$ cat src/rtl/riscv_pkg.sv
// Shared types and constants for the RV32I core's pipeline control logic.
package riscv_pkg;

  typedef enum logic [1:0] {
    RUN      = 2'd0,
    FLUSH    = 2'd1,
    MEM_WAIT = 2'd2
  } hz_state_t;

  localparam logic [4:0] REG_ZERO             = 5'd0;
  localparam int         FLUSH_CYCLES_DEFAULT = 2;

endpackage

$ cat src/rtl/pipeline_hazard_ctrl_load_use_detect.sv
// Load-use detector: a load in EXE whose destination is read by the instruction in ID.
module load_use_detect
  import riscv_pkg::*;
(
  input  logic       ex_valid_i,
  input  logic       ex_mem_read_i,
  input  logic [4:0] ex_rd_i,
  input  logic       id_valid_i,
  input  logic [4:0] id_rs1_i,
  input  logic [4:0] id_rs2_i,
  input  logic       id_uses_rs1_i,
  input  logic       id_uses_rs2_i,
  output logic       load_use_o
);

  logic rs1_hit, rs2_hit;

  assign rs1_hit = id_uses_rs1_i && (id_rs1_i == ex_rd_i);
  assign rs2_hit = id_uses_rs2_i && (id_rs2_i == ex_rd_i);

  // x0 is hard-wired to zero, so a load targeting it never creates a dependency.
  assign load_use_o = ex_valid_i && ex_mem_read_i && (ex_rd_i != REG_ZERO) &&
                      id_valid_i && (rs1_hit || rs2_hit);

endmodule

$ cat src/rtl/pipeline_hazard_ctrl.sv
// Pipeline sequencing controller: PC/IF-ID/ID-EXE/EXE-MEM enables, flush and bubble.
// Optional performance counters are built when HAZARD_PERF_CNT_EN is defined.
module pipeline_hazard_ctrl
  import riscv_pkg::*;
#(
  parameter int FLUSH_CYCLES = FLUSH_CYCLES_DEFAULT,
  parameter int CNT_W        = 32
) (
  input  logic             clk,
  input  logic             rst,
  input  logic             id_valid,
  input  logic [4:0]       id_rs1,
  input  logic [4:0]       id_rs2,
  input  logic             id_uses_rs1,
  input  logic             id_uses_rs2,
  input  logic             ex_valid,
  input  logic             ex_mem_read,
  input  logic [4:0]       ex_rd,
  input  logic             ex_branch_taken,
  input  logic             mem_busy,
  output logic             pc_en,
  output logic             if_id_en,
  output logic             if_id_flush,
  output logic             id_ex_en,
  output logic             id_ex_bubble,
  output logic             ex_mem_en,
  output logic [1:0]       hz_state,
  output logic [CNT_W-1:0] stall_cycles,
  output logic [CNT_W-1:0] flush_events
);

  // The branch cycle itself is the first kill, so FLUSH covers the remaining ones.
  localparam logic [1:0] FLUSH_INIT = 2'((FLUSH_CYCLES > 1) ? (FLUSH_CYCLES - 2) : 0);

  hz_state_t  state_q, state_d;
  hz_state_t  ret_q, ret_d;
  logic [1:0] flush_ctr_q, flush_ctr_d;
  logic       load_use;

  load_use_detect u_load_use_detect (
    .ex_valid_i    (ex_valid),
    .ex_mem_read_i (ex_mem_read),
    .ex_rd_i       (ex_rd),
    .id_valid_i    (id_valid),
    .id_rs1_i      (id_rs1),
    .id_rs2_i      (id_rs2),
    .id_uses_rs1_i (id_uses_rs1),
    .id_uses_rs2_i (id_uses_rs2),
    .load_use_o    (load_use)
  );

  always_ff @(posedge clk) begin
    if (rst) begin
      state_q     <= RUN;
      ret_q       <= RUN;
      flush_ctr_q <= 2'd0;
    end else begin
      state_q     <= state_d;
      ret_q       <= ret_d;
      flush_ctr_q <= flush_ctr_d;
    end
  end

  always_comb begin
    state_d      = state_q;
    ret_d        = ret_q;
    flush_ctr_d  = flush_ctr_q;
    pc_en        = 1'b1;
    if_id_en     = 1'b1;
    if_id_flush  = 1'b0;
    id_ex_en     = 1'b1;
    id_ex_bubble = 1'b0;
    ex_mem_en    = 1'b1;
    if (!rst) begin
      unique case (state_q)
        RUN: begin
          if (mem_busy) begin
            {pc_en, if_id_en, id_ex_en, ex_mem_en} = 4'b0000;
            state_d = MEM_WAIT;
            ret_d   = RUN;
          end else if (ex_branch_taken) begin
            if_id_flush  = 1'b1;
            id_ex_bubble = 1'b1;
            if (FLUSH_CYCLES > 1) begin
              state_d     = FLUSH;
              flush_ctr_d = FLUSH_INIT;
            end
          end else if (load_use) begin
            pc_en        = 1'b0;
            if_id_en     = 1'b0;
            id_ex_bubble = 1'b1;
          end
        end
        // EXE holds a bubble here, so branch and load-use inputs are don't-care.
        FLUSH: begin
          if (mem_busy) begin
            {pc_en, if_id_en, id_ex_en, ex_mem_en} = 4'b0000;
            state_d = MEM_WAIT;
            ret_d   = FLUSH;
          end else begin
            if_id_flush = 1'b1;
            if (flush_ctr_q == 2'd0) state_d = RUN;
            else flush_ctr_d = flush_ctr_q - 2'd1;
          end
        end
        MEM_WAIT: begin
          if (mem_busy) {pc_en, if_id_en, id_ex_en, ex_mem_en} = 4'b0000;
          else state_d = ret_q;
        end
        default: state_d = RUN;
      endcase
    end
  end

  assign hz_state = state_q;

`ifdef HAZARD_PERF_CNT_EN
  logic             stall_inc, branch_acc;
  logic [CNT_W-1:0] stall_q, flush_q;

  assign stall_inc  = (state_q == RUN && !mem_busy && !ex_branch_taken && load_use) ||
                      !(pc_en || if_id_en || id_ex_en || ex_mem_en);
  assign branch_acc = (state_q == RUN) && !mem_busy && ex_branch_taken;

  always_ff @(posedge clk) begin
    if (rst) begin
      stall_q <= '0;
      flush_q <= '0;
    end else begin
      if (stall_inc)  stall_q <= stall_q + CNT_W'(1);
      if (branch_acc) flush_q <= flush_q + CNT_W'(1);
    end
  end

  assign stall_cycles = stall_q;
  assign flush_events = flush_q;
`else
  assign stall_cycles = '0;
  assign flush_events = '0;
`endif

endmodule

$ cat config.mk
export PLATFORM = sky130hd
export DESIGN_NAME = pipeline_hazard_ctrl
export DESIGN_NICKNAME = d
export VERILOG_FILES = /design/src/rtl/riscv_pkg.sv /design/src/rtl/pipeline_hazard_ctrl_load_use_detect.sv /design/src/rtl/pipeline_hazard_ctrl.sv
export SDC_FILE = /design/constraint.sdc
export NUM_CORES = 1
export LEC_CHECK = 0
export CORE_MARGIN = 2
export CORE_UTILIZATION = 31
export DETAILED_ROUTE_END_ITERATION = 10
export GPL_TIMING_DRIVEN = 0
export PLACE_DENSITY = 0.82
export SLEW_MARGIN = 20
export SYNTH_ARGS = -nofsm -noshare
export SYNTH_HDL_FRONTEND = slang
export SYNTH_SLANG_ARGS = --single-unit
$ cat constraint.sdc
create_clock -name clk -period 2.4 [get_ports clk]
set_clock_uncertainty 0.2 [all_clocks]
set_input_delay 0.36 -clock clk [delete_from_list [all_inputs] [get_ports clk]]
set_output_delay 0.36 -clock clk [all_outputs]
set_load 0.1 [all_outputs]
==> results.yml <==
run_status:
  status: "finished with violations"
  violations: "negative setup slack"
global_route:
  grt_max_degree: 10
  grt_overflow: 0
  grt_use_total_pct: 11.35
  grt_pass1_vias: 766
  antenna_found_initial: 0
  grt_pass1_wl_um: 3187
placed_design:
  dp_hpwl_um: 2035
  portBuffers: 30
  place_ws_ns: -1.317
  gp_congestion: 0.6673
floorplan:
  fp.dieH_um: 61.39
  die_w_um: 61.39
  start_util_pct: 32.90
  rows: 20
  die_area_um2: 3769
  io_pins: 96
  core_um2: 3103
clock_network:
  htreeDepth: 1
  clk_pin_slew_ns: 0.04
  cts.sinks: 5
  clk_latency_ns: 0.24
  clk_path_buf_depth: 2
  clockRootBuffer: "clkbuf_4"
  cts_tree: "yes"
  cts_buffers: 3
power:
  comb_power_share_pct: 80.3
  p_leak_nw: 1.048
  switching_power_uw: 637.2
  vdd_drop_max_uv: 249.0
  p_clk_share_pct: 9.9
  intPower_uw: 321.7
  switching_share_pct: 66.45
  seqPwrFrac_pct: 9.8
  p_per_area_nw_per_um2: 544.0
critical_path:
  crit_fanout: 2
  rr_worst_depth: 6
  worstPathRequired_ns: 1.84
  cp-start-kind: "primary input"
  rrSetupSlack_ns: 0.47
  worstSetupPathType: "in -> out"
  worst_ep_arrival_time_ns: 1.86
  crit_path_end: "pc_en"
  rr_startpoint: "hz_state[1]$_SDFFE_PP0P_"
  startpoint: "id_valid"
  worstReg2RegEnd: "flush_ctr_q[1]$_SDFFE_PP0P_"
  cp-end-kind: "output port"
timing:
  fin_setup_tns_ns: -0.02163
  finalSetupViolCount: 1
  report.final.slew_viol_count: 0
  max_freq_mhz: 412.9
  maxSlewHeadroom_pct: 35.78
  final.min_clock_period_ns: 2.422
  max_slew.worst_pin.slew_ns: 0.9617
  rsz0062_at_grt: "true"
  worst_slack_ns: -0.02163
  finalCritPeriodShare_pct: 100.9
  final-hold-violation-count: 0
final_layout:
  final_common_cell: "buf_4"
  num_antenna_cells: 0
  syn2layout_area_growth_pct: 72.67
  final_util_pct: 56.81
  drive_gt1_share_pct: 45.57
  fillCellCount: 304
  mostFrequentLayoutCells: "buf_4, conb_1, xor2_1, nand2_1, buf_2"
  final_nets: 267
synth:
  netlist_instances: 135
  async_flop_share_pct: 0
  synth_warnings: 0
  avgSynthCellArea_um2: 7.563
  synth.ff_latch_count: 5
  yosysSeqAreaShare_pct: 9.804
  synth_edf_count: 0
  synthFlopType: "dfxtp_1"
  yosysUniqueCellTypes: 32
  syn-cell-area_um2: 1021
detailed_routing:
  drtIter0Drc: 20
  via_per_inst: 3.409
  routed-via-count: 958
  first_pass_iters: 3
  routed_wl_um: 2457
  wire_per_inst_um: 8.744
  drc: 0
  ant_nets: 0
hold_path:
  min_path_type: "reg -> reg"
  worstHoldStart: "flush_ctr_q[0]$_SDFFE_PP0P_"
  whs_path_depth: 2
job:
  drv_cap: 0
-- cells in the mapped netlist, types with 2 or more instances --
library cell	n	area share (%)
nor2b_1	2	1.2
xor2_1	8	6.9
nand2b_1	2	1.2
inv_1	5	1.8
nand2_1	7	2.6
buf_4	66	49
dfxtp_1	5	9.8
nor4_1	2	1.2
mux2i_1	2	2.0
xnor2_1	2	1.7
ha_1	5	6.1
a21oi_1	4	2.0
nor2_1	6	2.2
-- repair_timing --
item	4_1_cts	5_1_grt
setup buffers	1	4
endpoints found under the hold margin	0	0
pin swaps	8	6
gates cloned	0	0
hold buffers	0	0
resized for setup	67	21
endpoints found under the setup margin	6	4
-- worst max-delay path: stages --
cell and delay [ns]:
clkdlybuf4s50_1 0.46, and3_4 0.17, o21ai_2 0.06, or3_1 0.31, o21a_2 0.23, buf_6 0.12, buf_12 0.15
-- sequential cells by signal, indices dropped and copies added, names as in the netlist --
signal	cells
flush_ctr_q	2
ret_q	1
hz_state	2
-- kinds of logic after synthesis --
| kind of cell | count (synthesis) | share of synthesized area (%) |
|---|---|---|
| multiplexers | 2 | 1.961 |
| AND/OR/NAND/NOR | 28 | 14.34 |
| buffers and inverters | 72 | 50.74 |
| flip-flops | 5 | 9.804 |
| adder cells (fa/ha/maj) | 5 | 6.127 |
| XOR/XNOR | 10 | 8.579 |
| other | 1 | 0.3673 |
| AO/OA/AOI/OAI | 12 | 8.088 |
-- per-layer routing --
layer / vias up / global-route usage (%) / share of wire (%)
li1: 510 / - / -
met1: 391 / 11.73 / 32
met2: 55 / 21.58 / 51
met3: 2 / 2.311 / 16
met4: 0 / 5.471 / 0.41
met5: - / 0 / 0
-- how the worst min path moves through the flow --
stage | to | slack (ns)
3_3_place_gp | flush_ctr_q[0]$_SDFFE_PP0P_ | 0.24
5_1_grt | flush_ctr_q[1]$_SDFFE_PP0P_ | 0.28
4_1_cts | flush_ctr_q[0]$_SDFFE_PP0P_ | 0.26
6_report | flush_ctr_q[0]$_SDFFE_PP0P_ | 0.25
3_5_place_dp | flush_ctr_q[0]$_SDFFE_PP0P_ | 0.25
2_1_floorplan | flush_ctr_q[0]$_SDFFE_PP0P_ | 0.24
-- layout make-up --
type	count	area, um2	share of cell area [%]
inverter	5	21.27	1.207
buffer	67	504.2	28.60
timing repair buffer	35	320.3	18.17
clock buffer	4	26.28	1.490
tap	44	55.05	3.123
sequential	5	107.6	6.104
multi-input combinational	121	728.2	41.31
-- power groups by stage --
stage | Combinational [mW] | Sequential [mW] | Clock [mW]
6_report | 0.770 | 0.0937 | 0.0950
5_1_grt | 0.799 | 0.0942 | 0.105
4_1_cts | 0.740 | 0.0943 | 0.0998
3_5_place_dp | 0.738 | 0.0957 | 0
3_3_place_gp | 0.736 | 0.0956 | 0
2_1_floorplan | 0.642 | 0.116 | 0
-- through the flow --
step | cell area, um2 | power, mW | instances | hold slack (ns)
final | 1763 | 0.9590 | 281 | 0.2509
after floorplan | 1299 | 0.7582 | 198 | 0.2363
after CTS | 1679 | 0.9338 | 277 | 0.2555
after global placement | 1654 | 0.8316 | 272 | 0.2425
after detailed placement | 1654 | 0.8340 | 272 | 0.2504
after global routing | 1763 | 0.9980 | 281 | 0.2764
Power figures use the tool's default switching activity.
